===== src/rtl/start_screen_placer.sv =====
// Start-screen title placer: maps the VGA scan pixel to bitmap offsets and slides the title into place.
// Optional blinking at rest is enabled by defining START_BLINK_EN.
module start_screen_placer #(
    parameter int unsigned OBJECT_WIDTH_X  = 64,
    parameter int unsigned OBJECT_HEIGHT_Y = 64,
    parameter int unsigned REST_X          = 288,
    parameter int unsigned START_Y         = 0,
    parameter int unsigned REST_Y          = 208,
    parameter int unsigned SLIDE_STEP      = 2,
    parameter int unsigned BLINK_PERIOD    = 30
) (
    input  logic        clk,
    input  logic        reset,
    input  logic        startOfFrame,
    input  logic        showReq,
    input  logic [10:0] pixelX,
    input  logic [10:0] pixelY,
    output logic        InsideRectangle,
    output logic [10:0] offsetX,
    output logic [10:0] offsetY,
    output logic        atRest
);

    typedef enum logic [1:0] {IDLE, SLIDE, REST} state_t;

    state_t      state;
    logic [10:0] topLeftY;
    logic        visible;
    logic [11:0] next_y;
    logic [11:0] left_x, right_x, top_y, bottom_y, px, py;
    logic        inside_c;

    always_comb begin
        px       = {1'b0, pixelX};
        py       = {1'b0, pixelY};
        left_x   = 12'(REST_X);
        right_x  = 12'(REST_X + OBJECT_WIDTH_X);
        top_y    = {1'b0, topLeftY};
        bottom_y = {1'b0, topLeftY} + 12'(OBJECT_HEIGHT_Y);
        next_y   = {1'b0, topLeftY} + 12'(SLIDE_STEP);
        // Gating on showReq blanks the object on the very edge an abort is taken.
        inside_c = showReq && (state != IDLE) && visible
                   && (px >= left_x) && (px < right_x)
                   && (py >= top_y) && (py < bottom_y);
    end

`ifdef START_BLINK_EN
    localparam int unsigned BC_W = (BLINK_PERIOD > 1) ? $clog2(BLINK_PERIOD) : 1;
    logic [BC_W-1:0] blinkCnt;
`else
    assign visible = 1'b1;
`endif

    always_ff @(posedge clk or posedge reset) begin
        if (reset) begin
            state           <= IDLE;
            topLeftY        <= 11'(START_Y);
            InsideRectangle <= 1'b0;
            offsetX         <= '0;
            offsetY         <= '0;
            atRest          <= 1'b0;
`ifdef START_BLINK_EN
            blinkCnt        <= '0;
            visible         <= 1'b1;
`endif
        end else begin
            InsideRectangle <= inside_c;
            offsetX         <= inside_c ? (pixelX - 11'(REST_X)) : '0;
            offsetY         <= inside_c ? (pixelY - topLeftY) : '0;

            if (!showReq) begin
                state    <= IDLE;
                topLeftY <= 11'(START_Y);
                atRest   <= 1'b0;
`ifdef START_BLINK_EN
                visible  <= 1'b1;
`endif
            end else if (startOfFrame) begin
                case (state)
                    IDLE: begin
                        state    <= SLIDE;
                        topLeftY <= 11'(START_Y);
                    end
                    SLIDE: begin
                        if (next_y >= 12'(REST_Y)) begin
                            state    <= REST;
                            topLeftY <= 11'(REST_Y);
                            atRest   <= 1'b1;
`ifdef START_BLINK_EN
                            blinkCnt <= '0;
                            visible  <= 1'b1;
`endif
                        end else begin
                            topLeftY <= next_y[10:0];
                        end
                    end
                    REST: begin
`ifdef START_BLINK_EN
                        if (blinkCnt == BC_W'(BLINK_PERIOD - 1)) begin
                            blinkCnt <= '0;
                            visible  <= ~visible;
                        end else begin
                            blinkCnt <= blinkCnt + 1'b1;
                        end
`endif
                    end
                    default: state <= IDLE;
                endcase
            end
        end
    end

endmodule


===== config.mk =====
export PLATFORM = sky130hd
export DESIGN_NAME = start_screen_placer
export DESIGN_NICKNAME = d
export VERILOG_FILES = /design/src/rtl/start_screen_placer.sv
export SDC_FILE = /design/constraint.sdc
export NUM_CORES = 1
export LEC_CHECK = 0
export CAP_MARGIN = 10
export CORE_ASPECT_RATIO = 1.75
export CORE_UTILIZATION = 50
export DETAILED_ROUTE_END_ITERATION = 7
export PLACE_DENSITY_LB_ADDON = 0.3
export SYNTH_ARGS = -nofsm -noshare
export SYNTH_HDL_FRONTEND = slang
export SYNTH_SLANG_ARGS = --single-unit
export TNS_END_PERCENT = 50

===== constraint.sdc =====
create_clock -name clk -period 5.35 [get_ports clk]
set_clock_uncertainty 0.1 [all_clocks]
set_input_delay 1.605 -clock clk [delete_from_list [all_inputs] [get_ports clk]]
set_output_delay 1.605 -clock clk [all_outputs]
set_load 0.005 [all_outputs]

==> flow_metrics.env, run 1 <==
export IMPL_clk_path_buf_depth=2
export IMPL_die_h_um=91.6
export IMPL_max_slew_margin=0.278
export IMPL_power_density_nw_per_um2=198
export IMPL_path_clk_slew_ns=0.07
export IMPL_yosysMostFrequentCell="dfrtp_1"
export IMPL_overflow=0
export IMPL_synth_area_leader_cell="dfrtp_1"
export IMPL_synth_cell_types=45
export IMPL_clkSinkCount=36
export IMPL_final_setup_tns_ns=0
export IMPL_cts_repair_resized=0
export IMPL_ys_top_cells_by_area="dfrtp_1, ha_1, inv_1"
export IMPL_synthCells=251
export IMPL_fin_nets=347
export IMPL_clock_tree_root_cell="clkbuf_8"
export IMPL_antenna_found_initial=0
export IMPL_yosysWarnings=0
export IMPL_cp_end_kind="flip-flop"
export IMPL_multiInputGateArea_um2=1230
export IMPL_cts_tree="yes"
export IMPL_postSynthAreaPerCell_um2=9.14
export IMPL_n_fill_cell=370
export IMPL_cp_data_required_time_ns=5.45
export IMPL_grt_max_degree=37
export IMPL_numPortBuffers=49
export IMPL_ys_async_sr_fraction=1.00
export IMPL_via_per_inst=5.63
export IMPL_tightest_slew_ns=1.07
export IMPL_synth_commonest_cells="dfrtp_1, inv_1, ha_1"
export IMPL_dp_hpwl_um=4000
export IMPL_io_pins=50
export IMPL_wl_um=5110
export IMPL_hold_path_class="reg -> reg"
export IMPL_syn_to_final_growth_pct=26.7
export IMPL_grt_pass1_vias=2015
export IMPL_placed_cell_area_um2=2810
export IMPL_grt_use_total=0.244
export IMPL_via_count=1977
export IMPL_maxCapViolations=0
export IMPL_drt_pass1_iter_count=4
export IMPL_clock_latency_ns=0.29
export IMPL_numCtsBuffers=5
export IMPL_dieArea_um2=4880
export IMPL_worstPathArrival_ns=3.99
export IMPL_htree_levels=2
export IMPL_synth_ff_type="dfrtp_1"
export IMPL_total_power_uw=577
export IMPL_regArea_um2=901
export IMPL_fin_crit_sh=0.728
export IMPL_syn_nets=298
export IMPL_critPathKind="in -> reg"
export IMPL_gp_congestion=0.907
export IMPL_core_area_um2=4400
export IMPL_drive_gt1_frac=0.0800
export IMPL_status="complete, no violations"
export IMPL_rsz0062_at_grt="no"
export IMPL_grt_pass1_wl_um=8710
export IMPL_antenna_diode_count=0
export IMPL_critPathLaunchType="input port"
export IMPL_final_hold_viol_count=0
export IMPL_synth_edff_count=0
export IMPL_ys_seq_elements=36
export IMPL_ys_seq_area_frac=0.393
export IMPL_clock_fmax_mhz=257
export IMPL_die_width_um=53.2
export IMPL_maxSlewViolCount=0
export IMPL_start_util=0.521
export IMPL_rows=32
export IMPL_cellLeakagePower_uw=0.00129
export IMPL_period_needed_ns=3.89
export IMPL_setup_viol=0
export IMPL_post_cts_setup_buffers=0
export IMPL_cp_max_fo=23
export IMPL_cts_hold_buf=0
export IMPL_ant_nets=0
export IMPL_syn_area_um2=2290
export IMPL_post_drt_wl_per_cell_um=14.6
export IMPL_timing_hold_ws_ns=0.385
export IMPL_synth_top_area_share=0.393
export IMPL_route_detailed_drc=0
export IMPL_drt_iter0_markers=49
export IMPL_fin_area_um2=2910
export IMPL_ir_worst_vdd_uv=151
[through the flow]
step | setup WS [ns] | utilization | instances
global placement | 1.26 | 0.638 | 344
CTS | 1.47 | 0.660 | 351
detailed placement | 1.18 | 0.638 | 344
finish | 1.46 | 0.660 | 351
global route | 1.26 | 0.660 | 351
floorplan | 1.93 | - | 251
[path summary, 6_finish.rpt]
| kind | cells after the start | slack [ns] | end | start |
|---|---|---|---|---|
| setup reg to reg | 9 | 2.54 | offsetY[10] | topLeftY[1] |
| min in group asynchronous | 3 | 1.64 | offsetY[5] | reset |
| hold reg to reg | 2 | 0.39 | atRest | atRest |
| setup / recovery | 9 | 1.46 | offsetY[10] | pixelY[1] |
| max in group asynchronous | 3 | 3.19 | topLeftY[7] | reset |
| hold / removal | 2 | 0.39 | atRest | atRest |
[cell type report]
class                      count  share of cell area
timing repair buffer          51               0.174
multi-input combinational    177               0.424
tap                           51              0.0220
inverter                      29              0.0375
clock buffer                   7              0.0331
sequential                    36               0.310
[where the power goes]
| part | switching (µW) | internal [µW] | total, µW | leakage (µW) |
|---|---|---|---|---|
| clock | 90.5 | 115 | 205 | 0.0000503 |
| sequential | 4.96 | 275 | 280 | 0.000501 |
| combinational | 48.6 | 43.5 | 92.1 | 0.000737 |
| total | 144 | 433 | 577 | 0.00129 |
[metal layers]
| layer | up-vias | track usage | wire (µm) |
|---|---|---|---|
| met2 | 55 | 0.457 | 2990 |
| met3 | 18 | 0.0415 | 165 |
| met5 | - | 0 | 0 |
| li1 | 979 | - | - |
| met1 | 925 | 0.227 | 1770 |
| met4 | 0 | 0.138 | 187 |
[kinds of logic (layout without fill, tap and decap cells)]
| logic type | count (synthesis) | after routing | share of synthesized area |
|---|---|---|---|
| compound gates | 55 | 55 | 0.168 |
| xor+xnor | 13 | 13 | 0.0496 |
| fa+ha+maj | 21 | 21 | 0.118 |
| buf+inv | 38 | 87 | 0.0709 |
| flops | 36 | 36 | 0.393 |
| other cells | 1 | 1 | 0.00163 |
| simple gates | 87 | 87 | 0.199 |
[registers in the layout (all words and copies together), names as in the netlist]
name	count
InsideRectangle	1
atRest	1
offsetX	11
offsetY	11
state	2
topLeftY	10
[cells in the final DEF, fill, tap and decap left out, types with 4 or more instances in the layout]
cell / n
a21oi_1: 11
a31oi_1: 6
ha_1: 20
clkbuf_8: 7
xor2_1: 5
nor2_2: 9
and2_1: 5
nor2_1: 16
xnor2_1: 8
o21ai_0: 13
nand4_1: 8
inv_1: 28
dfrtp_1: 36
clkdlybuf4s50_1: 49
nand3_1: 11
and3_1: 4
nor3_1: 7
nand2_1: 16
[worst max-delay path, cell delays in order]
cell and delay [ns]:
clkdlybuf4s50_1 0.46, fa_1 0.49, a21oi_1 0.16, o21ai_0 0.09, a21oi_1 0.25, o21ai_0 0.13
a221o_1 0.37, buf_4 0.22, nor3_1 0.20
Power figures use the tool's default switching activity.
==> run 2: changes to the inputs <==
- clock period: 5.35 -> 3.9 ns (I/O delays scaled with it)
==> run 2 against run 1 <==
  * Critical path depth is the same
  * Design area up 0.56%
  * Wire length grew 0.57%
  * Critical endpoint is now offsetY[8]
  * Largest cell class unchanged
==> flow_metrics.env, run 2 (synthesis results as in run 1) <==
export IMPL_status="complete, no violations"
export IMPL_power_density_nw_per_um2=268
export IMPL_grt_pass1_wl_um=8510
export IMPL_ir_worst_vdd_uv=267
export IMPL_gp_congestion=0.904
export IMPL_multiInputGateArea_um2=1230
export IMPL_via_per_inst=5.67
export IMPL_die_h_um=91.6
export IMPL_crit_slowest_cell="fa_1"
export IMPL_cp_top_family="compound AO/OA/AOI/OAI gates"
export IMPL_regToRegStartpoint="topLeftY[1]"
export IMPL_startpoint="pixelY[1]"
export IMPL_drt_met1_wl_um=1860
export IMPL_grt_max_degree=37
export IMPL_max_slew_margin=0.566
export IMPL_period_needed_ns=3.40
export IMPL_cts_hold_buf=0
export IMPL_post_cts_setup_buffers=0
export IMPL_maxCapViolations=0
export IMPL_final_cell_mix="clkdlybuf4s50_1, dfrtp_1, inv_1, ha_1"
export IMPL_cts_repair_resized=0
export IMPL_clk_path_buf_depth=2
export IMPL_critPathLaunchType="input port"
export IMPL_rows=32
export IMPL_grt_pass1_vias=1985
export IMPL_cp_end_kind="flip-flop"
export IMPL_dieArea_um2=4880
export IMPL_antenna_diode_count=0
export IMPL_via_count=2003
export IMPL_wl_met2_um=2830
export IMPL_r2r_cells=7
export IMPL_fin_crit_sh=0.873
export IMPL_critPathMaxStageDelay_ns=0.50
export IMPL_final_setup_tns_ns=0
export IMPL_maxSlewViolCount=0
export IMPL_core_area_um2=4400
export IMPL_clock_fmax_mhz=294
export IMPL_regArea_um2=901
export IMPL_ant_nets=0
export IMPL_tightest_slew_ns=0.650
export IMPL_cts_tree="yes"
export IMPL_htree_levels=2
export IMPL_cellLeakagePower_uw=0.00130
export IMPL_rsz0062_at_grt="no"
export IMPL_drt_iter0_markers=44
export IMPL_worst_path_stages=9
export IMPL_start_util=0.521
export IMPL_numPortBuffers=49
export IMPL_hp_start="atRest"
export IMPL_overflow=0
export IMPL_drt_pass1_iter_count=4
export IMPL_wl_um=5140
export IMPL_antenna_found_initial=0
export IMPL_reg_top3="offsetX: 11 flops, offsetY: 11 flops, topLeftY: 10 flops"
export IMPL_whs_path_depth=2
export IMPL_n_fill_cell=392
export IMPL_clock_latency_ns=0.29
export IMPL_numCtsBuffers=5
export IMPL_clkSinkCount=36
export IMPL_syn_to_final_growth_pct=27.4
export IMPL_crit_chain="clkdlybuf4s50_1 -> fa_1 -> a21oi_1 -> o21ai_0 -> a21oi_1 -> o21ai_0 -> a221o_1 -> buf_12 -> nor3_1"
export IMPL_drive_gt1_frac=0.0861
export IMPL_wl_met3_um=183
export IMPL_io_pins=50
export IMPL_final_common_cell="clkdlybuf4s50_1"
export IMPL_post_drt_wl_per_cell_um=14.6
export IMPL_fin_nets=348
export IMPL_routed_top_layer="met4"
export IMPL_path_clk_slew_ns=0.07
export IMPL_critPathKind="in -> reg"
export IMPL_dp_hpwl_um=3990
export IMPL_clock_tree_root_cell="clkbuf_8"
export IMPL_route_detailed_drc=0
export IMPL_worstPathArrival_ns=3.51
export IMPL_timing_hold_ws_ns=0.384
export IMPL_hold_path_class="reg -> reg"
export IMPL_final_hold_viol_count=0
export IMPL_path_buf_inv=2
export IMPL_setup_viol=0
export IMPL_cp_data_required_time_ns=4.00
export IMPL_cp_max_fo=23
export IMPL_grt_use_total=0.241
export IMPL_die_width_um=53.2
run 2: through the flow:
step | power (µW) | cells | utilization | area, µm² | setup WS (ns)
3_3_place_gp | 515 | 345 | 0.643 | 2830 | 0.263
2_1_floorplan | 465 | 251 | - | 2290 | 0.916
5_1_grt | 821 | 353 | 0.664 | 2920 | 0.316
6_report | 782 | 353 | 0.664 | 2920 | 0.496
3_5_place_dp | 517 | 345 | 0.643 | 2830 | 0.207
4_1_cts | 793 | 353 | 0.664 | 2920 | 0.510
run 2: report_power, final:
group	total [µW]	internal (µW)	leakage, µW	switching (µW)
Sequential	384	377	0.000501	7.22
Clock	271	141	0.0000510	130
Combinational	128	60.6	0.000749	67.0
run 2: final cells by class:
cell class,count,area share
multi-input combinational,177,0.421
timing repair buffer,52,0.180
clock buffer,6,0.0283
tap,51,0.0218
inverter,29,0.0372
sequential,36,0.308
clock inverter,2,0.00342
run 2: worst paths after layout:
| path | to | slack [ns] |
|---|---|---|
| hold reg to reg | atRest | 0.38 |
| setup reg to reg | topLeftY[4] | 1.06 |
| hold / removal | atRest | 0.38 |
| max in group asynchronous | topLeftY[7] | 2.19 |
| min in group asynchronous | offsetY[3] | 1.18 |
| setup / recovery | offsetY[8] | 0.50 |
run 2: worst min-delay path, stage by stage, from the launching register on:
cell	delay, ns
dfrtp_1	0.35
nand2_1	0.05
nand2_1	0.05
run 2: routing by layer:
layer  vias up  GRT usage
li1        981          -
met4         0      0.151
met5         -          0
met1       940      0.233
met3        22     0.0514
met2        60      0.428
